===== config.mk =====
export PLATFORM = sky130hd
export DESIGN_NAME = stonyman_readout
export DESIGN_NICKNAME = d
export VERILOG_FILES = /design/src/rtl/stonyman_pkg.sv /design/src/rtl/stonyman_readout_adc_spi_rx.sv /design/src/rtl/stonyman_readout.sv
export SDC_FILE = /design/constraint.sdc
export NUM_CORES = 1
export LEC_CHECK = 0
export CAP_MARGIN = 0
export CORE_MARGIN = 3
export CORE_UTILIZATION = 30
export CTS_BUF_LIST = sky130_fd_sc_hd__clkbuf_2 sky130_fd_sc_hd__clkbuf_4 sky130_fd_sc_hd__clkbuf_8
export DETAILED_ROUTE_END_ITERATION = 6
export PLACE_DENSITY = 0.46
export SETUP_SLACK_MARGIN = 0.15
export SKIP_CTS_REPAIR_TIMING = 1
export SLEW_MARGIN = 15
export SYNTH_ARGS = -nofsm -noshare
export SYNTH_HDL_FRONTEND = slang
export SYNTH_HIERARCHICAL = 1
export SYNTH_SLANG_ARGS = --single-unit
export TNS_END_PERCENT = 100

===== constraint.sdc =====
create_clock -name FAB_CLK -period 3.6 [get_ports FAB_CLK]
set_clock_uncertainty 0.05 [all_clocks]
set_input_delay 1.08 -clock FAB_CLK [delete_from_list [all_inputs] [get_ports FAB_CLK]]
set_output_delay 1.08 -clock FAB_CLK [all_outputs]
set_load 0.01 [all_outputs]

===== src/rtl/stonyman_pkg.sv =====
// Shared definitions for the Stonyman frame readout sequencer.
//   - state_t   : sequencer FSM states (exposed on the top-level debug port)
//   - ADC_*     : framing of the 12-bit serial ADC word (16 clocks, 4 leading zeros)
//   - COORD_W   : width of the row/column counters and pixel coordinates
package stonyman_pkg;

  localparam int ADC_FRAME_BITS = 16;
  localparam int ADC_LEAD_ZEROS = 4;
  localparam int ADC_BITS       = ADC_FRAME_BITS - ADC_LEAD_ZEROS;
  localparam int COORD_W        = 7;

  typedef enum logic [3:0] {
    S_IDLE   = 4'd0,
    S_RST_V  = 4'd1,
    S_RST_P  = 4'd2,
    S_SETTLE = 4'd3,
    S_CONV   = 4'd4,
    S_EMIT   = 4'd5,
    S_INC_P  = 4'd6,
    S_INC_V  = 4'd7,
    S_DONE   = 4'd8
  } state_t;

endpackage


===== src/rtl/stonyman_readout_adc_spi_rx.sv =====
// Serial ADC receiver: generates cs / SPI_CLK for one 16-clock conversion and
// shifts in miso. Handshake: a one-cycle i_conv_start while idle launches a
// conversion; a one-cycle o_conv_done marks o_data valid (held until the next
// conversion completes). i_abort drops cs/SPI_CLK to idle on the next cycle
// and suppresses o_conv_done.
// Ports:
//   clk, rst_n          clock, asynchronous active-low reset
//   i_conv_start        one-cycle conversion request (ignored while active)
//   i_abort             synchronous cancel
//   i_miso              ADC serial data
//   o_cs                chip select, active low
//   o_sclk              serial clock, idles high
//   o_conv_done         one-cycle completion strobe
//   o_data[11:0]        last converted value
module adc_spi_rx
  import stonyman_pkg::*;
#(
  parameter int SCLK_DIV = 2
) (
  input  logic                clk,
  input  logic                rst_n,
  input  logic                i_conv_start,
  input  logic                i_abort,
  input  logic                i_miso,
  output logic                o_cs,
  output logic                o_sclk,
  output logic                o_conv_done,
  output logic [ADC_BITS-1:0] o_data
);

  localparam int DIV_W  = (SCLK_DIV > 1) ? $clog2(SCLK_DIV) : 1;
  localparam int HALF_W = $clog2(2 * ADC_FRAME_BITS);
  localparam logic [DIV_W-1:0]  DIV_LAST  = DIV_W'(SCLK_DIV - 1);
  localparam logic [HALF_W-1:0] LAST_HALF = HALF_W'(2 * ADC_FRAME_BITS - 1);

  logic                r_active;
  logic                r_cs;
  logic                r_sclk;
  logic                r_done;
  logic [DIV_W-1:0]    r_div;
  logic [HALF_W-1:0]   r_half;
  logic [ADC_BITS-1:0] r_shift;
  logic [ADC_BITS-1:0] r_data;

  // cs and SPI_CLK fall together; even half-periods are low, odd are high,
  // so the 16th rising edge starts the last half and cs rises after it.
  // All 16 bits go through a 12-bit shifter: the 4 leading bits fall off the
  // top, leaving bits 5..16 MSB-first.
  always_ff @(posedge clk or negedge rst_n) begin
    if (!rst_n) begin
      r_active <= 1'b0;
      r_cs     <= 1'b1;
      r_sclk   <= 1'b1;
      r_done   <= 1'b0;
      r_div    <= '0;
      r_half   <= '0;
      r_shift  <= '0;
      r_data   <= '0;
    end else begin
      r_done <= 1'b0;
      if (i_abort) begin
        r_active <= 1'b0;
        r_cs     <= 1'b1;
        r_sclk   <= 1'b1;
        r_div    <= '0;
        r_half   <= '0;
      end else if (!r_active) begin
        if (i_conv_start) begin
          r_active <= 1'b1;
          r_cs     <= 1'b0;
          r_sclk   <= 1'b0;
          r_div    <= '0;
          r_half   <= '0;
        end
      end else if (r_div != DIV_LAST) begin
        r_div <= r_div + DIV_W'(1);
      end else begin
        r_div <= '0;
        if (r_half == LAST_HALF) begin
          r_active <= 1'b0;
          r_cs     <= 1'b1;
          r_sclk   <= 1'b1;
          r_done   <= 1'b1;
          r_data   <= r_shift;
        end else begin
          r_half <= r_half + HALF_W'(1);
          r_sclk <= ~r_sclk;
          // sample on the cycle SPI_CLK goes low->high
          if (!r_sclk) r_shift <= {r_shift[ADC_BITS-2:0], i_miso};
        end
      end
    end
  end

  assign o_cs        = r_cs;
  assign o_sclk      = r_sclk;
  assign o_conv_done = r_done;
  assign o_data      = r_data;

endmodule


===== src/rtl/stonyman_readout.sv =====
// Stonyman frame readout sequencer. On a start pulse it walks the sensor
// pointers in raster order (resv/resp reset, incp/incv advance), enables the
// amplifier (inphi), digitises each pixel through adc_spi_rx and emits one
// pix_valid strobe per pixel with its row/column. frame_done pulses after
// the last pixel. abort cancels from any state; no partial pixel is emitted.
// Ports:
//   FAB_CLK, MSS_RESET_N      clock, asynchronous active-low reset
//   start, abort              frame request / synchronous cancel
//   busy, startCaptureTP      frame in progress (test point mirrors busy)
//   frame_done                one-cycle end-of-frame pulse
//   resv, incv, resp, incp    sensor pointer pulses
//   inphi                     sensor amplifier enable
//   cs, SPI_CLK, miso         serial ADC interface
//   pix_data, pix_row, pix_col, pix_valid   pixel stream (no backpressure)
//   dbg_state                 current sequencer state
module stonyman_readout
  import stonyman_pkg::*;
#(
  parameter int ROWS       = 112,
  parameter int COLS       = 112,
  parameter int SCLK_DIV   = 2,
  parameter int PULSE_CYC  = 2,
  parameter int SETTLE_CYC = 4
) (
  input  logic                FAB_CLK,
  input  logic                MSS_RESET_N,
  input  logic                start,
  input  logic                abort,
  output logic                busy,
  output logic                frame_done,
  output logic                startCaptureTP,
  output logic                resv,
  output logic                incv,
  output logic                resp,
  output logic                incp,
  output logic                inphi,
  output logic                cs,
  output logic                SPI_CLK,
  input  logic                miso,
  output logic [ADC_BITS-1:0] pix_data,
  output logic [COORD_W-1:0]  pix_row,
  output logic [COORD_W-1:0]  pix_col,
  output logic                pix_valid,
  output logic [3:0]          dbg_state
);

  localparam int TMR_MAX = (PULSE_CYC > SETTLE_CYC) ? PULSE_CYC : SETTLE_CYC;
  localparam int TMR_W   = $clog2(TMR_MAX + 2);
  // Pulse states last PULSE_CYC high cycles plus one low separation cycle.
  localparam logic [TMR_W-1:0]   PULSE_END  = TMR_W'(PULSE_CYC);
  localparam logic [TMR_W-1:0]   SETTLE_END = TMR_W'(SETTLE_CYC - 1);
  localparam logic [COORD_W-1:0] LAST_ROW   = COORD_W'(ROWS - 1);
  localparam logic [COORD_W-1:0] LAST_COL   = COORD_W'(COLS - 1);

  state_t               r_state;
  state_t               w_next;
  logic [TMR_W-1:0]     r_tmr;
  logic [COORD_W-1:0]   r_row;
  logic [COORD_W-1:0]   r_col;
  logic                 w_conv_start;
  logic                 w_conv_done;
  logic                 w_pulse;
  logic [ADC_BITS-1:0]  w_adc_data;

  always_comb begin
    w_next       = r_state;
    w_conv_start = 1'b0;
    case (r_state)
      S_IDLE:   if (start) w_next = S_RST_V;
      S_RST_V:  if (r_tmr == PULSE_END) w_next = S_RST_P;
      S_RST_P:  if (r_tmr == PULSE_END) w_next = S_SETTLE;
      S_INC_P:  if (r_tmr == PULSE_END) w_next = S_SETTLE;
      S_INC_V:  if (r_tmr == PULSE_END) w_next = S_RST_P;
      S_SETTLE: begin
        // launch on the last settle cycle so cs falls as CONV is entered
        if (r_tmr == SETTLE_END) begin
          w_next       = S_CONV;
          w_conv_start = 1'b1;
        end
      end
      S_CONV:   if (w_conv_done) w_next = S_EMIT;
      S_EMIT: begin
        if (r_col != LAST_COL)      w_next = S_INC_P;
        else if (r_row != LAST_ROW) w_next = S_INC_V;
        else                        w_next = S_DONE;
      end
      S_DONE:   w_next = S_IDLE;
      default:  w_next = S_IDLE;
    endcase
    // abort beats everything, including a start seen in IDLE
    if (abort) begin
      w_next       = S_IDLE;
      w_conv_start = 1'b0;
    end
  end

  always_ff @(posedge FAB_CLK or negedge MSS_RESET_N) begin
    if (!MSS_RESET_N) begin
      r_state <= S_IDLE;
      r_tmr   <= '0;
      r_row   <= '0;
      r_col   <= '0;
    end else begin
      r_state <= w_next;
      if (w_next != r_state) begin
        r_tmr <= '0;
        case (w_next)
          S_IDLE:  begin r_row <= '0; r_col <= '0; end
          S_RST_V: r_row <= '0;
          S_RST_P: r_col <= '0;
          S_INC_P: r_col <= r_col + COORD_W'(1);
          S_INC_V: r_row <= r_row + COORD_W'(1);
          default: ;
        endcase
      end else if (r_tmr != {TMR_W{1'b1}}) begin
        r_tmr <= r_tmr + TMR_W'(1);
      end
    end
  end

  adc_spi_rx #(.SCLK_DIV(SCLK_DIV)) u_adc (
    .clk          (FAB_CLK),
    .rst_n        (MSS_RESET_N),
    .i_conv_start (w_conv_start),
    .i_abort      (abort),
    .i_miso       (miso),
    .o_cs         (cs),
    .o_sclk       (SPI_CLK),
    .o_conv_done  (w_conv_done),
    .o_data       (w_adc_data)
  );

  assign w_pulse        = (r_tmr < PULSE_END);
  assign resv           = (r_state == S_RST_V) && w_pulse;
  assign resp           = (r_state == S_RST_P) && w_pulse;
  assign incp           = (r_state == S_INC_P) && w_pulse;
  assign incv           = (r_state == S_INC_V) && w_pulse;
  assign inphi          = (r_state == S_SETTLE) || (r_state == S_CONV);
  assign pix_valid      = (r_state == S_EMIT);
  assign frame_done     = (r_state == S_DONE);
  assign busy           = (r_state != S_IDLE);
  assign startCaptureTP = busy;
  assign pix_data       = w_adc_data;
  assign pix_row        = r_row;
  assign pix_col        = r_col;
  assign dbg_state      = r_state;

endmodule


==> results of run 1 <==
[cells by family (layout without fill, tap and decap cells)]
logic type,count (synthesis),after routing,synth area share [%]
XOR/XNOR,2,2,0.5781
multiplexers,27,27,11.19
AND/OR/NAND/NOR,101,101,21.88
AO/OA/AOI/OAI,48,48,12.80
adder cells (fa/ha/maj),8,8,3.303
buffers and inverters,27,76,4.748
flip-flops,55,55,45.50
[routing by layer]
metal	vias to the layer above	GRT usage, %	part of all wire [%]
met1	1107	17.13	50
met5	-	0	0
met4	0	3.288	1.2
li1	1080	-	-
met2	43	18.96	44
met3	6	2.854	4.7
[through the flow]
step	setup WS (ns)	total power, W	instance area (sq um)	cells
floorplan	0.7899	0.0008621	3030	268
global placement	0.2344	0.0009698	3615	442
detailed placement	0.1840	0.0009667	3615	442
CTS	0.4386	0.001403	3731	450
global route	0.2588	0.001462	3731	450
finish	0.4255	0.001376	3731	450
[sequential cells by signal (all words and copies together), names as in the netlist, 3 cells and up]
signal,count
u_adc/o_data,12
u_adc/r_shift,12
pix_col,7
pix_row,7
u_adc/r_half,5
dbg_state,4
r_tmr,3
[cell usage after synthesis, types with 5 or more instances]
| cell type | count | area share (%) |
|---|---|---|
| or2_2 | 5 | 1.0 |
| inv_1 | 15 | 1.9 |
| or3_1 | 6 | 1.2 |
| o211ai_1 | 5 | 1.2 |
| dfrtp_1 | 53 | 44 |
| mux2_2 | 15 | 5.6 |
| a21oi_1 | 7 | 1.2 |
| mux2_4 | 10 | 5.0 |
| nand3_1 | 8 | 1.3 |
| o21ai_0 | 7 | 1.2 |
| and3_1 | 6 | 1.2 |
| ha_1 | 8 | 3.3 |
| nand2_1 | 10 | 1.2 |
| nor2_1 | 17 | 2.1 |
[layout by cell type (no fill, tap or decap), types with 4 or more instances in the layout]
| cell type | instances |
|---|---|
| o21ai_0 | 7 |
| and3_1 | 6 |
| nor2_1 | 17 |
| nand3b_1 | 4 |
| nand3_1 | 8 |
| or2_2 | 5 |
| and2_1 | 4 |
| or4_1 | 4 |
| nor4b_1 | 4 |
| ha_1 | 8 |
| nor2b_1 | 4 |
| or3_1 | 6 |
| o211ai_1 | 5 |
| nand2_1 | 10 |
| a21oi_1 | 7 |
| mux2_4 | 10 |
| dfrtp_1 | 53 |
| clkdlybuf4s50_1 | 44 |
| mux2_2 | 15 |
| clkbuf_8 | 5 |
| a211o_1 | 4 |
| buf_4 | 8 |
| inv_1 | 15 |
[final timing paths]
check,slack [ns],cells after the start,end,start
max in group asynchronous,2.08,2,pix_col[6],MSS_RESET_N
worst max-delay path,0.43,4,inphi,dbg_state[2]
worst min-delay path,0.47,1,u_adc/r_half[4],u_adc/r_half[4]
worst max register to register,0.75,10,pix_row[2],r_tmr[0]
min in group asynchronous,0.72,1,pix_row[6],MSS_RESET_N
worst min register to register,0.47,1,u_adc/r_half[4],u_adc/r_half[4]
[critical path: stages, from the launching register on]
cell             delay, ns
dfrtp_1               0.69
nor3b_1               0.32
a21oi_1               0.07
nor2_1                0.11
clkdlybuf4s50_1       0.54
[final cells by class]
cell class                 count  area [sq um]
multi-input combinational    186          1508
fill                        1011          6088
sequential                    55          1379
timing repair buffer          53         505.5
clock inverter                 3         47.55
inverter                      15         56.30
tap                          133         166.4
clock buffer                   5         68.82
[report_power, final]
group          switching (W)  leakage, nW  total (W)  internal [W]
clock network       0.000213       0.0587   0.000424      0.000211
registers          0.0000348        0.757   0.000673      0.000638
logic               0.000153        0.923   0.000279      0.000125
==> results.sh, run 1 <==
export IMPL_syn_nets=281
export IMPL_hold_ws_ns=0.4656
export IMPL_status="completed"
export IMPL_port_buffers=45
export IMPL_hold_viol=0
export IMPL_antenna_found_initial=0
export IMPL_drtIter0Drc=85
export IMPL_synth_edf_count=0
export IMPL_std_cell_rows=36
export IMPL_drc_errors=0
export IMPL_cp_max_fo=18
export IMPL_synth_seq_area_share_pct=45.50
export IMPL_vias_per_cell=4.969
export IMPL_min_path_type="register to register"
export IMPL_grt_max_degree=24
export IMPL_min_period_over_period_pct=88.18
export IMPL_async_flop_share_pct=100.0
export IMPL_drive_gt1_share_pct=20.82
export IMPL_cap_violations=0
export IMPL_initial_core_util_pct=30.86
export IMPL_utilization_pct=38.00
export IMPL_area_delta_synth_final_pct=23.12
export IMPL_wl_per_cell_um=14.52
export IMPL_crit_arrival_ns=2.04
export IMPL_max_slew_margin_rel_pct=60.14
export IMPL_start_kind="register"
export IMPL_io_pins=46
export IMPL_hpwl_mm=4.617
export IMPL_grt_pass1_vias=2216
export IMPL_path_clk_slew_ns=0.11
export IMPL_syn_area_sq_um=3030
export IMPL_cts_sinks=55
export IMPL_cts_tree="built"
export IMPL_rsz0062_at_grt="false"
export IMPL_postSynthAreaPerCell_sq_um=11.31
export IMPL_gr_total_overflow=0
export IMPL_period_minus_slack_ns=3.174
export IMPL_cts_made_buffers=5
export IMPL_grt_pass1_wl_mm=11.13
export IMPL_ys_types=68
export IMPL_htree_levels=2
export IMPL_clock_latency_ns=0.31
export IMPL_crit_required_ns=2.47
export IMPL_end_kind="output pin"
export IMPL_final_nets=329
export IMPL_root_buffer="clkbuf_8"
export IMPL_core_area_sq_um=9819
export IMPL_antennaDiodeCount=0
export IMPL_max_freq_mhz=315.0
export IMPL_yosys_warnings=6
export IMPL_dieWidth_um=106.5
export IMPL_antenna_left=0
export IMPL_ys_seq_elements=55
export IMPL_place_congestion=0.7473
export IMPL_power_density_nw_per_um2=368.7
export IMPL_yosys_most_used_dff="dfrtp_1"
export IMPL_worstMarginPinSlew_ns=0.5979
export IMPL_ir_drop_mv=0.1752
export IMPL_slew_violations=0
export IMPL_setup_violations=0
export IMPL_vias=2236
export IMPL_p_leak_nw=1.738
export IMPL_fin_tns_setup_ns=0
export IMPL_cts_max_path_buffers=2
export IMPL_track_usage_pct=12.22
export IMPL_wl_mm=6.532
export IMPL_chipHeight_um=106.5
export IMPL_synthCells=268
export IMPL_drtPass1Iterations=4
export IMPL_path_class="register to output pin"
export IMPL_dieArea_sq_um=11340
Note: power is estimated with default switching activity, not from simulation.
==> run 2: changes to the inputs <==
Settings changed: CTS_CLUSTER_DIAMETER set to 150, GPL_ROUTABILITY_DRIVEN set to 0.
==> results of run 2 <==
No change in the layout: final DEF, timing and power equal those of run 1.
==> variant 1 (settings of run 1) <==
Reset style: synchronous (`MSS_RESET_N` and `rst_n`), changed in 2 clocked blocks. Comments in the files are not updated.
--- a/src/rtl/stonyman_readout_adc_spi_rx.sv
+++ b/src/rtl/stonyman_readout_adc_spi_rx.sv
@@ -47,5 +47,5 @@
   // All 16 bits go through a 12-bit shifter: the 4 leading bits fall off the
   // top, leaving bits 5..16 MSB-first.
-  always_ff @(posedge clk or negedge rst_n) begin
+  always_ff @(posedge clk) begin
     if (!rst_n) begin
       r_active <= 1'b0;
--- a/src/rtl/stonyman_readout.sv
+++ b/src/rtl/stonyman_readout.sv
@@ -95,5 +95,5 @@
   end
 
-  always_ff @(posedge FAB_CLK or negedge MSS_RESET_N) begin
+  always_ff @(posedge FAB_CLK) begin
     if (!MSS_RESET_N) begin
       r_state <= S_IDLE;
Behaviour: differs if MSS_RESET_N is asserted again (counterexample within 4 cycles, from zero or initial values and one cycle with MSS_RESET_N low); with MSS_RESET_N held inactive, the same outputs for 10 cycles.
==> variant 1 against run 1 <==
Final area fell by 6.6%; worst setup slack improved by 0.031 ns; register-to-register slack improved by 0.20 ns; wire length fell by 2.3%; critical path type unchanged; area after synthesis fell by 5.9%; sequential cell count did not move; highest routed layer unchanged.
Power is not compared: it rests on default switching activity, and its combinational part moved more than twofold at a synthesized area within 25%.
==> variant 1: results (changes against run 1) <==
metric,value,unit,change
status,"finished, final reports clean",,
pre_cts_ws,0.274,ns,+0.0903 ns
reg2reg_depth,9,,-1
synth_area_leaders,"dfxtp_1, nand2_1, mux2i_1",,
grt_pass1_wl,11.1,mm,-0.43%
cpPeakStageDelay,0.64,ns,-0.05 ns
drt-initial-drc-count,88,,+3.5%
async_flop_share,0,,-1.00
ys_types,65,,-4.4%
dpl_cell_area,3390,um2,-6.3%
syn_avg_cell_area,8.88,um2,-21%
nNetsFinal,377,,+15%
synth_xor_area_frac,0.0360,,+0.0302
syn-num-nets,335,,+19%
postRouteWirelength,6.38,mm,-2.3%
grt_pass1_vias,2332,,+5.2%
vias,2381,,+6.5%
met2_usage,0.211,,+0.0217
grt_use_met3,0.0262,,-0.00238
synthMuxAreaShare,0.0531,,-0.0588
relSlewSlack,0.668,,+0.0669
grtUsageTotal,0.129,,+0.00648
critPathMaxFanout,15,,-3
use_met1,0.171,,about the same
arrival,2.01,ns,-0.03 ns
synth_compound_area_frac,0.168,,+0.0397
place_inst,482,,+9.0%
synthAdderAreaFrac,0.0395,,+0.00648
yosysSeqAreaShare,0.386,,-0.0687
[variant 1: cell families after synthesis]
group / count (synthesis)
buffers and inverters: 23
flip-flops: 55
multiplexers: 15
adder cells (fa/ha/maj): 9
AO/OA/AOI/OAI: 62
AND/OR/NAND/NOR: 147
XOR/XNOR: 10
[variant 1: layout make-up]
cell class	count	area, um2
Timing Repair Buffer	50	488
Fill cell	903	5490
Clock inverter	3	27.5
Inverter	8	30.0
Tap cell	126	158
Multi-Input combinational cell	243	1610
Sequential cell	55	1100
Clock buffer	5	68.8
[variant 1: path summary, 6_finish.rpt]
| kind | slack (ns) | end | startpoint |
|---|---|---|---|
| hold / removal | 0.41 | u_adc/o_data[10]$_SDFFE_PN0P_ | u_adc/r_shift[10]$_SDFFE_PN0P_ |
| setup reg to reg | 0.95 | pix_col[0]$_SDFFE_PN0P_ | r_tmr[1]$_SDFFE_PP0P_ |
| setup / recovery | 0.46 | inphi | dbg_state[1]$_SDFF_PN0_ |
| hold reg to reg | 0.41 | u_adc/o_data[10]$_SDFFE_PN0P_ | u_adc/r_shift[10]$_SDFFE_PN0P_ |
[variant 1: worst reg2reg max path, delay by kind of cell, from the launching register on]
| family | cells | cell delay (ns) |
|---|---|---|
| and+or+nand+nor | 1 | 0.26 |
| AOI/OAI and AO/OA | 4 | 1.01 |
| muxes | 1 | 0.24 |
| DFF | 1 | 0.39 |
| adders and majority gates | 2 | 0.45 |
| xor gates and xnor gates | 1 | 0.20 |
[variant 1: power breakdown]
group,switching [mW],internal (mW)
clock network,0.224,0.143
logic,0.0445,0.0336
registers,0.00672,0.612
[variant 1: layer usage]
layer  wire, um  part of all wire
met3        171             0.027
met1       3120              0.49
met4         69             0.011
met2       3020              0.47
met5          0                 0
[variant 1: through the flow]
| stage | hold WS, ns | utilization | total power, mW |
|---|---|---|---|
| after detailed placement | 0.405 | 0.377 | 0.712 |
| after CTS | 0.412 | 0.388 | 1.09 |
| after floorplan | 0.388 | - | 0.685 |
| after global routing | 0.431 | 0.388 | 1.12 |
| after global placement | 0.402 | 0.377 | 0.713 |
| final | 0.414 | 0.388 | 1.06 |
==> variant 2 (settings of run 1) <==
Without the edit above. Set the parameter `PULSE_CYC` to 4 (it was 2).
--- a/src/rtl/stonyman_readout.sv
+++ b/src/rtl/stonyman_readout.sv
@@ -20,5 +20,5 @@
   parameter int COLS       = 112,
   parameter int SCLK_DIV   = 2,
-  parameter int PULSE_CYC  = 2,
+  parameter int PULSE_CYC  = 4,
   parameter int SETTLE_CYC = 4
 ) (
Behaviour: not the same (a bounded check fails within 4 cycles, from zero or initial values and one cycle with MSS_RESET_N low).
==> variant 2 against run 1 <==
Critical path depth down 1; combinational power fell by 16%; sequential share of layout area up 0.81 points; total power fell by 4.2%; wire length decreased by 1.2%; count of clock-buffer cells in the layout did not move; final area is 2.1% lower; worst setup slack worse by 0.032 ns; area after synthesis decreased by 2.7%; sequential cell count stayed put; critical path type unchanged; highest routed layer unchanged.
==> variant 2: results (changes against run 1) <==
metric,value,unit,change
finalWeightedCongestion,0.789,,+5.6%
critPathMaxFanout,13,,-5
relSlewSlack,0.576,,-0.0257
dp_hpwl,4.71,mm,+2.0%
peakVddDrop,0.178,mV,+1.5%
cp_top_family,buffers and inverters,,
cpPeakStageDelay,0.56,ns,-0.13 ns
arrival,2.08,ns,+0.04 ns
drt-initial-drc-count,92,,+8.2%
cts_htree_levels,2,,unchanged
min_from,u_adc/o_data[7]$_DFFE_PN0P_,,
ys_top_cells_by_count,"dfrtp_1, nor2_1, mux2_2",,
postRouteWirelength,6.45,mm,-1.2%
holdWs,0.463,ns,-0.00238 ns
ys_types,63,,-7.4%
synth_area_leaders,"dfrtp_1, mux2_2, mux2_4",,
r2r_setup_slack,0.96,ns,+0.21 ns
switching_share,0.281,,-0.0101
reg2reg_to,pix_row[2]$_DFFE_PN0P_,,
drive_gt1_frac,0.204,,-0.00373
grt_start_max_net_pins,30,,+25%
grtUsageTotal,0.121,,-0.000764
cp-startpoint,dbg_state[3]$_DFF_PN0_,,
reg2reg_depth,7,,-3
cp-endpoint,pix_valid,,
syn_avg_cell_area,11.1,um2,-2.0%
pre_cts_ws,0.310,ns,+0.126 ns
path_clk_slew,0.11,ns,about the same
seq_power,0.662,mW,-2%
first_pass_iters,4,,unchanged
syn-num-nets,279,,-0.71%
cts_buffers,5,,unchanged
stdcell_count,442,,-1.8%
p_comb_frac,0.177,,-0.026
grt_pass1_wl,10.9,mm,-2.0%
dpl_cell_area,3540,um2,-2.2%
r2r-start,pix_row[1]$_DFFE_PN0P_,,
status,"finished, final reports clean",,
nNetsFinal,325,,-1.2%
min_path_cells,1,,unchanged
viasPerCell,4.86,,-2.3%
hold_path_end,u_adc/o_data[7]$_DFFE_PN0P_,,
clk_latency,0.31,ns,about the same
leakagePower,1.70,nW,-2.3%
antenna_found_initial,0,,unchanged
n_fill_cell,940,,-7.0%
p_comb,0.233,mW,-16%
yosysSeqAreaShare,0.468,,+0.0125
period_minus_slack,3.21,ns,+0.0320 ns
place_inst,434,,-1.8%
cts-root-buf,clkbuf_8,,
## variant 2: cell count changes after synthesis, moves of 4 or more
cell / change
a211o_1: -4
nor2_1: +12
a221o_1: +9
nor4b_1: -4
inv_1: -5
or3_1: -4
## variant 2: layout make-up
cell class              count  area [um2]  share of cell area
multi-input cells         186        1440               0.393
flip-flops and latches     55        1380               0.378
repair buffers             53         518               0.142
well taps                 129         161              0.0442
clock buffers               5        68.8              0.0188
clock inverters             3        46.3              0.0127
inverters                  11        41.3              0.0113
## variant 2: layer usage
layer	wire length [um]	track usage
met1	3350	0.181
met3	235	0.0241
met5	0	0
met2	2810	0.179
met4	62	0.0309
## variant 2: logic make-up after synthesis
group | Yosys count | synth area share
adders and majority gates | 8 | 0.0339
buffers and inverters | 25 | 0.0454
muxes | 28 | 0.119
AOI/OAI and AO/OA | 52 | 0.147
and+or+nand+nor | 96 | 0.181
xor gates and xnor gates | 2 | 0.00594
DFF | 55 | 0.468
